--- config.mk ---
export PLATFORM = sky130hd
export DESIGN_NAME = req_pending_sequencer
export DESIGN_NICKNAME = d
export VERILOG_FILES = /design/src/rtl/req_pending_sequencer.sv
export SDC_FILE = /design/constraint.sdc
export NUM_CORES = 1
export LEC_CHECK = 0
export ABC_CLOCK_PERIOD_IN_PS = 2920
export CORE_UTILIZATION = 40
export CTS_BUF_LIST = sky130_fd_sc_hd__clkbuf_16
export DETAILED_ROUTE_END_ITERATION = 8
export GPL_TIMING_DRIVEN = 0
export PLACE_DENSITY = 0.8
export SLEW_MARGIN = 10
export SYNTH_ARGS = -nofsm -noshare
export SYNTH_HDL_FRONTEND = slang
export SYNTH_SLANG_ARGS = --single-unit
--- constraint.sdc ---
create_clock -name clk -period 2.92 [get_ports clk]
set_input_delay 0.438 -clock clk [delete_from_list [all_inputs] [get_ports clk]]
set_output_delay 0.438 -clock clk [all_outputs]
set_load 0.05 [all_outputs]
--- src/rtl/req_pending_sequencer.sv ---
// req_pending_sequencer
// Upstream stage of the 16-bit priority encoder. Request pulses are captured
// into sticky pending bits. The encoder's code for the pending vector comes
// back on enc_code, and the winning index is offered to a consumer over
// valid/ready. Acceptance clears the served bit and starts an optional idle
// gap. Requests that land on a bit that is already pending are counted in a
// saturating lost counter.
// Optional build macro: REQ_SYNC_EN puts req_in through a 2-flop
// synchronizer, which adds two cycles of request latency.
module req_pending_sequencer #(
  parameter int unsigned GAP_CYCLES = 2,
  parameter int unsigned LOST_W     = 8
) (
  input  logic              clk,
  input  logic              rst,
  input  logic              ena,
  input  logic [15:0]       req_in,
  output logic [15:0]       pending,
  input  logic [7:0]        enc_code,
  output logic              svc_valid,
  output logic [3:0]        svc_index,
  input  logic              svc_ready,
  output logic [LOST_W-1:0] lost_cnt,
  output logic              busy
);

  typedef enum logic [1:0] {
    S_IDLE  = 2'd0,
    S_OFFER = 2'd1,
    S_GAP   = 2'd2
  } state_t;

  localparam logic [3:0]        GAP_LOAD = (GAP_CYCLES == 0) ? 4'd0 : 4'(GAP_CYCLES - 1);
  localparam logic [LOST_W-1:0] LOST_ONE = LOST_W'(1);

  state_t             r_state;
  state_t             w_state_nxt;
  logic [3:0]         r_gap_cnt;
  logic [3:0]         w_gap_nxt;
  logic               w_latch_idx;
  logic [15:0]        r_pending;
  logic [3:0]         r_svc_index;
  logic [LOST_W-1:0]  r_lost;
  logic [15:0]        w_req;
  logic               w_code_valid;
  logic               w_hs;
  logic [15:0]        w_clr_mask;
  logic               w_lost_hit;

`ifdef REQ_SYNC_EN
  logic [15:0] r_sync1;
  logic [15:0] r_sync2;

  // Two-stage synchronizer for asynchronous request lines.
  always_ff @(posedge clk) begin
    if (rst) begin
      r_sync1 <= '0;
      r_sync2 <= '0;
    end else if (ena) begin
      r_sync1 <= req_in;
      r_sync2 <= r_sync1;
    end
  end

  assign w_req = r_sync2;
`else
  assign w_req = req_in;
`endif

  // Any code with a nonzero upper nibble (0xF0 included) means no request.
  assign w_code_valid = (enc_code[7:4] == 4'h0);
  assign w_hs         = svc_valid & svc_ready;
  assign w_clr_mask   = w_hs ? (16'h0001 << r_svc_index) : 16'h0000;
  // A request re-asserted on its own handshake cycle re-arms the bit; it is not lost.
  assign w_lost_hit   = |(w_req & r_pending & ~w_clr_mask);

  // Next-state and gap-counter logic for the IDLE/OFFER/GAP sequencer.
  always_comb begin
    // NOTE: every comb output gets a default first so no path infers a latch.
    w_state_nxt = r_state;
    w_gap_nxt   = r_gap_cnt;
    w_latch_idx = 1'b0;
    case (r_state)
      S_IDLE: begin
        if (w_code_valid) begin
          w_state_nxt = S_OFFER;
          w_latch_idx = 1'b1;
        end
      end
      S_OFFER: begin
        // The offered index is held until accepted; later, higher requests wait.
        if (w_hs) begin
          if (GAP_CYCLES == 0) begin
            w_state_nxt = S_IDLE;
          end else begin
            w_state_nxt = S_GAP;
            w_gap_nxt   = GAP_LOAD;
          end
        end
      end
      S_GAP: begin
        if (r_gap_cnt == 4'd0) begin
          w_state_nxt = S_IDLE;
        end else begin
          w_gap_nxt = r_gap_cnt - 4'd1;
        end
      end
      default: w_state_nxt = S_IDLE;
    endcase
  end

  // State, pending, index and lost-count registers; all hold while ena is low.
  always_ff @(posedge clk) begin
    // NOTE: sequential state uses non-blocking assignments so every register samples pre-edge values.
    if (rst) begin
      r_state     <= S_IDLE;
      r_gap_cnt   <= 4'd0;
      r_pending   <= 16'h0000;
      r_svc_index <= 4'd0;
      r_lost      <= '0;
    end else if (ena) begin
      r_state   <= w_state_nxt;
      r_gap_cnt <= w_gap_nxt;
      r_pending <= (r_pending & ~w_clr_mask) | w_req;
      if (w_latch_idx) begin
        r_svc_index <= enc_code[3:0];
      end
      if (w_lost_hit && !(&r_lost)) begin
        r_lost <= r_lost + LOST_ONE;
      end
    end
  end

  assign pending   = r_pending;
  assign svc_index = r_svc_index;
  assign lost_cnt  = r_lost;
  assign busy      = (r_state != S_IDLE);
  // The offer is masked while the block is frozen and reappears unchanged afterwards.
  assign svc_valid = (r_state == S_OFFER) & ena;

endmodule
==> results.sh, run 1 <==
export IMPL_cts_tree="yes"
export IMPL_fmax_mhz=359
export IMPL_firstDrtPassIters=7
export IMPL_status="finished clean"
export IMPL_ant_nets=0
export IMPL_tightest_slew_ps=517
export IMPL_ys_flop_type="dfxtp_1"
export IMPL_crit_type="in -> out"
export IMPL_fp_coreArea_mm2=0.00403
export IMPL_numClockSinks=34
export IMPL_worstHoldPathCells=2
export IMPL_crit_arrival_ps=2350
export IMPL_tns_ps=0
export IMPL_overflow=0
export IMPL_post_route_drc_count=0
export IMPL_wire_per_inst_um=14.1
export IMPL_fillers=368
export IMPL_grt_max_degree=11
export IMPL_final_cells=330
export IMPL_report_final_slew_viol_count=0
export IMPL_synth_edff_count=0
export IMPL_ys_types=42
export IMPL_cp_end_kind="output pin"
export IMPL_place_area_mm2=0.00232
export IMPL_finalWorstSetupSlack_ps=134
export IMPL_async_flop_share_pct=0
export IMPL_root_buffer="clkbuf_16"
export IMPL_grt_pass1_wl_um=7640
export IMPL_syn_nets=248
export IMPL_syn_instance_count=218
export IMPL_relSlewSlack_pct=65.5
export IMPL_clockBufferDepth=2
export IMPL_grt_use_total_pct=22.4
export IMPL_cp_required_ps=2480
export IMPL_place_ws_ps=-471
export IMPL_cap_violations=0
export IMPL_min_path_type="reg -> reg"
export IMPL_numPlacedInstances=324
export IMPL_hold_end="pending[4]"
export IMPL_whs_ps=487
export IMPL_numCtsBuffers=5
export IMPL_drtIter0Drc=183
export IMPL_finalHoldViolations=0
export IMPL_timing_rr_end="lost_cnt[1]"
export IMPL_place_gp_congestion=0.947
export IMPL_ioPinCount=58
export IMPL_fp_row_count=23
export IMPL_clk_pin_slew_ps=50
export IMPL_yosysWarnings=0
export IMPL_start_util_pct=42.1
export IMPL_period_share_pct=95.4
export IMPL_cts_setup_buffers=0
export IMPL_peakVddDrop_mv=0.275
export IMPL_netlist_area_mm2=0.00170
export IMPL_die_h_um=67.1
export IMPL_critPathLaunchType="primary input"
export IMPL_worstPathMaxFanout=10
export IMPL_setup_viol=0
export IMPL_n_antenna_cell=0
export IMPL_rsz0062_at_grt="false"
export IMPL_wirelength_um=4670
export IMPL_drive_gt1_share_pct=4.64
export IMPL_reg2reg_from="svc_index[3]"
export IMPL_port_buffers=56
export IMPL_skew_ps=5.52
export IMPL_insertion_delay_ps=270
export IMPL_leakagePower_nw=0.925
export IMPL_fin_total_pwr_mw=1.21
export IMPL_final_net_count=311
export IMPL_grt_pass1_vias=1637
export IMPL_syn_avg_cell_area_um2=7.78
export IMPL_p_per_area_mw_per_mm2=495
export IMPL_fin_crit_ps=2790
export IMPL_die_area_mm2=0.00450
export IMPL_antenna_found_initial=0
export IMPL_r2r_cells=8
export IMPL_hold_start="pending[4]"
export IMPL_cts_hold_buf=0
export IMPL_layout_area_overhead_vs_synth_pct=44.4
export IMPL_die_w_um=67.1
export IMPL_finalInstanceArea_mm2=0.00245
export IMPL_fin_util_pct=60.8
export IMPL_htreeDepth=2
export IMPL_dpl_hpwl_um=3470
export IMPL_cts_resized=3
export IMPL_yosysSeqAreaShare_pct=40.1
export IMPL_r2r_setup_slack_ps=640
export IMPL_synth_seq_cells=34
export IMPL_num_vias=1874
export IMPL_viasPerCell=5.68
[cells by family (layout without fill, tap and decap cells)]
logic type,count (synthesis),in the layout,synth area share (%)
AOI/OAI and AO/OA,63,63,22.4
xor gates and xnor gates,3,3,1.55
adders and majority gates,2,2,1.48
buffers and inverters,14,76,4.06
DFF,34,34,40.1
muxes,5,5,2.95
and+or+nand+nor,97,97,27.5
[critical path: stages]
cell and delay, ps:
clkdlybuf4s50_1 590, clkbuf_2 300, clkbuf_2 300, nand2_1 90
nor2_1 90, dlygate4sd2_1 540
[routing by layer]
metal	global-route usage, %	up-vias	routed length, um
met4	9.84	0	60
met3	4.79	7	367
met5	0	-	0
li1	-	920	-
met2	32.1	86	2100
met1	31.7	861	2140
[sequential cells by signal, indices dropped and copies added (netlist names)]
signal / cells
r_gap_cnt: 4
svc_index: 4
pending: 16
r_state: 2
lost_cnt: 8
[Yosys cell counts, drive strengths merged (2+ instances only)]
library cell,number,area (um2)
nor2b,5,31.3
o21ai,21,109
or2,2,12.5
nand2b,2,12.5
a41oi,2,17.5
o31ai,2,15.0
dfxtp,34,681
mux2i,5,50.1
nor3,5,25.0
nand3,8,40.0
ha,2,25.0
nor2,16,60.1
inv,5,18.8
clkbuf,5,18.8
or3,3,18.8
or4,2,15.0
and2,3,18.8
xnor2,2,17.5
buf,4,31.3
nor4,2,12.5
nand2,37,139
a21oi,22,110
nand4,10,62.6
a31oi,5,31.3
[placed cells by master (no fill, tap or decap), types with 2 or more instances in the layout]
cell type / count
dfxtp_1: 34
nand2_1: 37
nand2b_1: 2
clkbuf_16: 5
nand4_1: 10
mux2i_1: 5
or4_1: 2
ha_1: 2
and2_1: 3
nand3_1: 8
nor4_1: 2
a41oi_1: 2
nor2b_1: 5
o31ai_1: 2
clkbuf_2: 2
o21ai_1: 2
a21oi_1: 22
xnor2_1: 2
a31oi_1: 5
clkdlybuf4s50_1: 55
inv_1: 5
buf_6: 2
or2_2: 2
nor3_1: 5
clkbuf_1: 3
o21ai_0: 18
nor2_1: 16
or3_1: 3
[report_power, final]
group | switching [mW] | internal, mW | leakage [nW] | total, mW
sequential | 0.0179 | 0.486 | 0.278 | 0.503
combinational | 0.137 | 0.0953 | 0.583 | 0.232
clock | 0.173 | 0.302 | 0.0632 | 0.476
total | 0.328 | 0.883 | 0.925 | 1.21
[worst max-delay path by stage]
stage / start / to / slack (ps) / depth (start not counted)
after floorplan: svc_index[3] / lost_cnt[1] / 690 / 8
after global placement: ena / svc_valid / -420 / 6
after detailed placement: ena / svc_valid / -470 / 6
after CTS: ena / svc_valid / 130 / 6
after global routing: ena / svc_valid / 40 / 6
final: ena / svc_valid / 130 / 6
[cell type report]
type	instances	area [um2]	area share, %
multi-input combinational	170	946	38.6
sequential	34	681	27.8
timing repair buffer	56	559	22.8
clock buffer	5	125	5.11
tap	50	62.6	2.55
buffer	9	52.6	2.15
inverter	5	18.8	0.766
clock inverter	1	3.75	0.153
Power figures use the tool's default switching activity.
==> run 2: changes to the inputs <==
--- a/config.mk
+++ b/config.mk
@@ -5,9 +5,10 @@
 export SDC_FILE = /design/constraint.sdc
 export NUM_CORES = 1
 export LEC_CHECK = 0
-export ABC_CLOCK_PERIOD_IN_PS = 2920
+export ABC_CLOCK_PERIOD_IN_PS = 3350
 export CORE_UTILIZATION = 40
 export CTS_BUF_LIST = sky130_fd_sc_hd__clkbuf_16
+export CTS_CLUSTER_DIAMETER = 40
 export DETAILED_ROUTE_END_ITERATION = 8
 export GPL_TIMING_DRIVEN = 0
 export PLACE_DENSITY = 0.8
==> constraint.sdc (replaced) <==
create_clock -name clk -period 3.35 [get_ports clk]
set_input_delay 0.5025 -clock clk [delete_from_list [all_inputs] [get_ports clk]]
set_output_delay 0.5025 -clock clk [all_outputs]
set_load 0.05 [all_outputs]
==> run 2 against run 1 <==
Compared with the run above:
- register-to-register slack improved by 430 ps
- sequential cell count stayed put
- sequential power fell by 13%
- die area is the same
- routed wire length up 0.11%
- core utilization hardly changed
- critical path depth did not move
- combinational power down 13%
- sequential share of layout area is essentially flat
- non-clock buffer count is the same
- final cell count did not move
- clock skew hardly changed
- critical endpoint unchanged
==> results.sh, run 2 (synthesized netlist as in run 1, its figures left out) <==
export IMPL_fp_coreArea_mm2=0.00403
export IMPL_startpoint="ena"
export IMPL_num_vias=1875
export IMPL_layout_commonest_cell="clkdlybuf4s50_1"
export IMPL_r2r_setup_slack_ps=1070
export IMPL_cp_slowest_stage_delay_ps=590
export IMPL_fin_crit_ps=3110
export IMPL_cpLargestDelayFamily="buffers and inverters"
export IMPL_numPlacedInstances=324
export IMPL_skew_ps=5.47
export IMPL_grt_util_met3_pct=4.79
export IMPL_worst_path_buf_inv=4
export IMPL_largest_reg_flops=16
export IMPL_clockBufferDepth=2
export IMPL_finalInstanceArea_mm2=0.00245
export IMPL_drive_gt1_share_pct=4.29
export IMPL_status="finished clean"
export IMPL_final_cells=330
export IMPL_crit_path_cell_trace="clkdlybuf4s50_1 -> clkbuf_1 -> clkbuf_2 -> nand2_1 -> nor2_1 -> dlygate4sd2_1"
export IMPL_place_gp_congestion=0.947
export IMPL_layout_area_overhead_vs_synth_pct=44.4
export IMPL_die_w_um=67.1
export IMPL_timing_rr_end="lost_cnt[1]"
export IMPL_p_per_area_mw_per_mm2=431
export IMPL_report_final_slew_viol_count=0
export IMPL_min_path_type="reg -> reg"
export IMPL_finalHoldViolations=0
export IMPL_n_antenna_cell=0
export IMPL_busiest_layer="met2"
export IMPL_cap_violations=0
export IMPL_viasPerCell=5.68
export IMPL_peakVddDrop_mv=0.239
export IMPL_numCtsBuffers=5
export IMPL_period_share_pct=92.9
export IMPL_setup_viol=0
export IMPL_die_area_mm2=0.00450
export IMPL_grt_use_total_pct=22.4
export IMPL_firstDrtPassIters=6
export IMPL_post_route_drc_count=0
export IMPL_use_met2_pct=32.1
export IMPL_place_ws_ps=-170
export IMPL_critPathSlowestCell="clkdlybuf4s50_1"
export IMPL_ant_nets=0
export IMPL_crit_arrival_ps=2610
export IMPL_groute_layer_met1_usage_pct=31.7
export IMPL_leakagePower_nw=0.922
export IMPL_final_cell_mix="clkdlybuf4s50_1 (55), nand2_1 (37), dfxtp_1 (34)"
export IMPL_fillers=369
export IMPL_cts_tree="yes"
export IMPL_drtIter0Drc=179
export IMPL_grt_pass1_wl_um=7640
export IMPL_root_buffer="clkbuf_16"
export IMPL_clk_pin_slew_ps=50
export IMPL_overflow=0
export IMPL_fin_util_pct=60.7
export IMPL_grt_max_degree=11
export IMPL_cp_end_kind="output pin"
export IMPL_grt_pass1_vias=1637
export IMPL_finalWorstSetupSlack_ps=238
export IMPL_place_area_mm2=0.00232
export IMPL_critPathLaunchType="primary input"
export IMPL_numClockSinks=34
export IMPL_ioPinCount=58
export IMPL_crit_type="in -> out"
export IMPL_cts_hold_buf=0
export IMPL_whs_ps=487
export IMPL_fmax_mhz=321
export IMPL_final_net_count=311
export IMPL_port_buffers=56
export IMPL_dpl_hpwl_um=3470
export IMPL_htreeDepth=2
export IMPL_antenna_found_initial=0
export IMPL_die_h_um=67.1
export IMPL_r2r_cells=8
export IMPL_cp_required_ps=2850
export IMPL_wire_per_inst_um=14.2
export IMPL_endpoint="svc_valid"
export IMPL_relSlewSlack_pct=65.3
export IMPL_worstPathMaxFanout=10
export IMPL_start_util_pct=42.1
export IMPL_rsz0062_at_grt="false"
export IMPL_wirelength_um=4670
export IMPL_tightest_slew_ps=521
export IMPL_cp_num_cells=6
export IMPL_reg2reg_from="svc_index[3]"
export IMPL_insertion_delay_ps=270
export IMPL_fp_row_count=23
-- run 2: stage by stage --
stage | setup TNS [ps] | power (mW)
after global routing | 0 | 1.10
after CTS | 0 | 1.06
after global placement | -116 | 0.646
final | 0 | 1.06
after floorplan | 0 | 0.563
after detailed placement | -170 | 0.648
-- run 2: worst min path at each step --
stage | from | end | slack, ps | depth (start not counted)
2_1_floorplan | r_state[0] | r_state[0] | 470 | 2
3_3_place_gp | pending[13] | pending[13] | 470 | 2
3_5_place_dp | pending[4] | pending[4] | 480 | 2
4_1_cts | pending[4] | pending[4] | 490 | 2
5_1_grt | pending[5] | pending[5] | 530 | 2
6_report | pending[4] | pending[4] | 490 | 2
-- run 2: where the power goes --
| group | internal, mW | switching [mW] | leakage, nW |
|---|---|---|---|
| combinational | 0.0829 | 0.119 | 0.580 |
| sequential | 0.423 | 0.0156 | 0.278 |
| clock | 0.264 | 0.151 | 0.0632 |
| total | 0.770 | 0.286 | 0.922 |
-- run 2: area by class of cell --
type,count,area [um2],share of cell area (%)
buffer,9,51.3,2.10
clock buffer,5,125,5.11
clock inverter,1,3.75,0.153
inverter,5,18.8,0.767
multi-input combinational,170,946,38.7
sequential,34,681,27.8
tap,50,62.6,2.56
timing repair buffer,56,559,22.9
-- run 2: repair_timing --
item                                   CTS  global route
setup buffers                            0             0
gates resized for setup                  2             0
setup endpoints to repair                1             0
endpoints found under the hold margin    0             0
-- run 2: layer usage --
metal / part of all wire, % / wire [um]
met3: 7.8 / 365
met2: 45 / 2100
met4: 1.3 / 63
met5: 0 / 0
met1: 46 / 2140
-- run 2: worst register-to-register path, stage by stage (launching register included) --
cell and delay, ps:
dfxtp_1 510, nor2b_1 340, nand4_1 140, a311oi_1 290, nand4_1 180, o21ai_2 250, buf_6 180, mux2i_1 210
nor2_1 50
==> run 3: changes to the inputs <==
--- a/config.mk
+++ b/config.mk
@@ -5,7 +5,7 @@
 export SDC_FILE = /design/constraint.sdc
 export NUM_CORES = 1
 export LEC_CHECK = 0
-export ABC_CLOCK_PERIOD_IN_PS = 3350
+export ABC_CLOCK_PERIOD_IN_PS = 3850
 export CORE_UTILIZATION = 40
 export CTS_BUF_LIST = sky130_fd_sc_hd__clkbuf_16
 export CTS_CLUSTER_DIAMETER = 40
==> constraint.sdc (replaced) <==
create_clock -name clk -period 3.85 [get_ports clk]
set_input_delay 0.5775 -clock clk [delete_from_list [all_inputs] [get_ports clk]]
set_output_delay 0.5775 -clock clk [all_outputs]
set_load 0.05 [all_outputs]
==> run 3 against run 2 <==
Compared with the run above:
- final cell count did not move
- total power fell by 13%
- non-clock buffer count did not move
- clock skew barely moved
- clock power fell by 13%
- global-route usage fell by 0.071 points
- die area did not move
==> results.sh, run 3 (synthesized netlist as in run 1, its figures left out) <==
export IMPL_grt_pass1_vias=1651
export IMPL_crit_arrival_ps=3150
export IMPL_critPathLaunchType="primary input"
export IMPL_skew_ps=5.91
export IMPL_place_ws_ps=180
export IMPL_place_area_mm2=0.00232
export IMPL_insertion_delay_ps=270
export IMPL_fp_row_count=23
export IMPL_clk_pin_slew_ps=50
export IMPL_drtIter0Drc=177
export IMPL_p_per_area_mw_per_mm2=376
export IMPL_num_vias=1867
export IMPL_crit_path_cell_trace="clkdlybuf4s50_1 -> clkbuf_1 -> clkbuf_1 -> nand2_1 -> nor2_1 -> clkdlybuf4s50_1"
export IMPL_tightest_slew_ps=549
export IMPL_n_antenna_cell=0
export IMPL_status="finished clean"
export IMPL_finalWorstSetupSlack_ps=125
export IMPL_period_share_pct=96.8
export IMPL_cp_slowest_stage_delay_ps=820
export IMPL_tns_ps=0
export IMPL_grt_pass1_wl_um=7610
export IMPL_cts_hold_buf=0
export IMPL_leakagePower_nw=0.914
export IMPL_place_gp_congestion=0.947
export IMPL_layout_area_overhead_vs_synth_pct=44.4
export IMPL_fin_util_pct=60.7
export IMPL_port_buffers=56
export IMPL_r2r_setup_slack_ps=1560
export IMPL_wire_per_inst_um=14.1
export IMPL_cts_resized=0
export IMPL_antenna_found_initial=0
export IMPL_finalInstanceArea_mm2=0.00245
export IMPL_cts_tree="yes"
export IMPL_htreeDepth=2
export IMPL_start_util_pct=42.1
export IMPL_cp_required_ps=3270
export IMPL_setup_viol=0
export IMPL_cap_violations=0
export IMPL_largest_reg_flops=16
export IMPL_firstDrtPassIters=5
export IMPL_final_net_count=311
export IMPL_fp_coreArea_mm2=0.00403
export IMPL_grt_max_degree=11
export IMPL_crit_type="in -> out"
export IMPL_overflow=0
export IMPL_relSlewSlack_pct=63.4
export IMPL_cts_setup_buffers=0
export IMPL_wirelength_um=4660
export IMPL_ioPinCount=58
export IMPL_die_area_mm2=0.00450
export IMPL_fmax_mhz=268
export IMPL_viasPerCell=5.66
export IMPL_grt_use_total_pct=22.4
export IMPL_post_route_drc_count=0
export IMPL_drive_gt1_share_pct=3.93
export IMPL_die_w_um=67.1
export IMPL_numClockSinks=34
export IMPL_clockBufferDepth=2
export IMPL_report_final_slew_viol_count=0
export IMPL_worstPathMaxFanout=10
export IMPL_die_h_um=67.1
export IMPL_fin_total_pwr_mw=0.919
export IMPL_layout_commonest_cell="clkdlybuf4s50_1"
export IMPL_dpl_hpwl_um=3470
export IMPL_peakVddDrop_mv=0.208
export IMPL_final_cell_mix="clkdlybuf4s50_1 (56), nand2_1 (37), dfxtp_1 (34)"
export IMPL_finalHoldViolations=0
export IMPL_root_buffer="clkbuf_16"
export IMPL_cp_end_kind="output pin"
export IMPL_fin_crit_ps=3730
export IMPL_min_path_type="reg -> reg"
export IMPL_rsz0062_at_grt="false"
export IMPL_numCtsBuffers=5
export IMPL_critPathSlowestCell="clkdlybuf4s50_1"
export IMPL_ant_nets=0
run 3: changes by cell type in the layout (fill, tap and decap cells not counted), sizes merged:
cell and delta:
dlygate4sd2 -1, clkdlybuf4s50 +1
run 3: cell type report:
type,instances,area [um2]
Buffer,9,50.0
Clock buffer,5,125
Clock inverter,1,3.75
Fill cell,368,1580
Inverter,5,18.8
Multi-Input combinational cell,170,946
Sequential cell,34,681
Tap cell,50,62.6
Timing Repair Buffer,56,561
run 3: per-stage QoR:
| step | cells | hold WS, ps |
|---|---|---|
| finish | 330 | 487 |
| global route | 330 | 527 |
| CTS | 330 | 485 |
| detailed placement | 324 | 478 |
| global placement | 324 | 473 |
| floorplan | 218 | 466 |
run 3: worst paths after layout:
check,start,end,cells after the start
max,ena,svc_valid,6
min,pending[4],pending[4],2
max reg2reg,svc_index[3],lost_cnt[1],8
min reg2reg,pending[4],pending[4],2
run 3: metal layers:
layer  global-route usage [%]  up-vias  share of wire, %
li1                         -      922                 -
met1                     31.2      840                45
met2                     32.0       96                44
met3                     5.31        9               9.2
met4                     10.1        0               1.4
met5                        0        -                 0
run 3: critical path, delay by kind of cell:
kind	cells	cell delay (ps)
buffers and inverters	4	2350
and+or+nand+nor	2	220
run 3: power by group:
| part | switching, mW | internal [mW] | total, mW | leakage, nW |
|---|---|---|---|---|
| clock | 0.132 | 0.229 | 0.361 | 0.0632 |
| sequential | 0.0135 | 0.368 | 0.382 | 0.278 |
| combinational | 0.104 | 0.0721 | 0.176 | 0.573 |
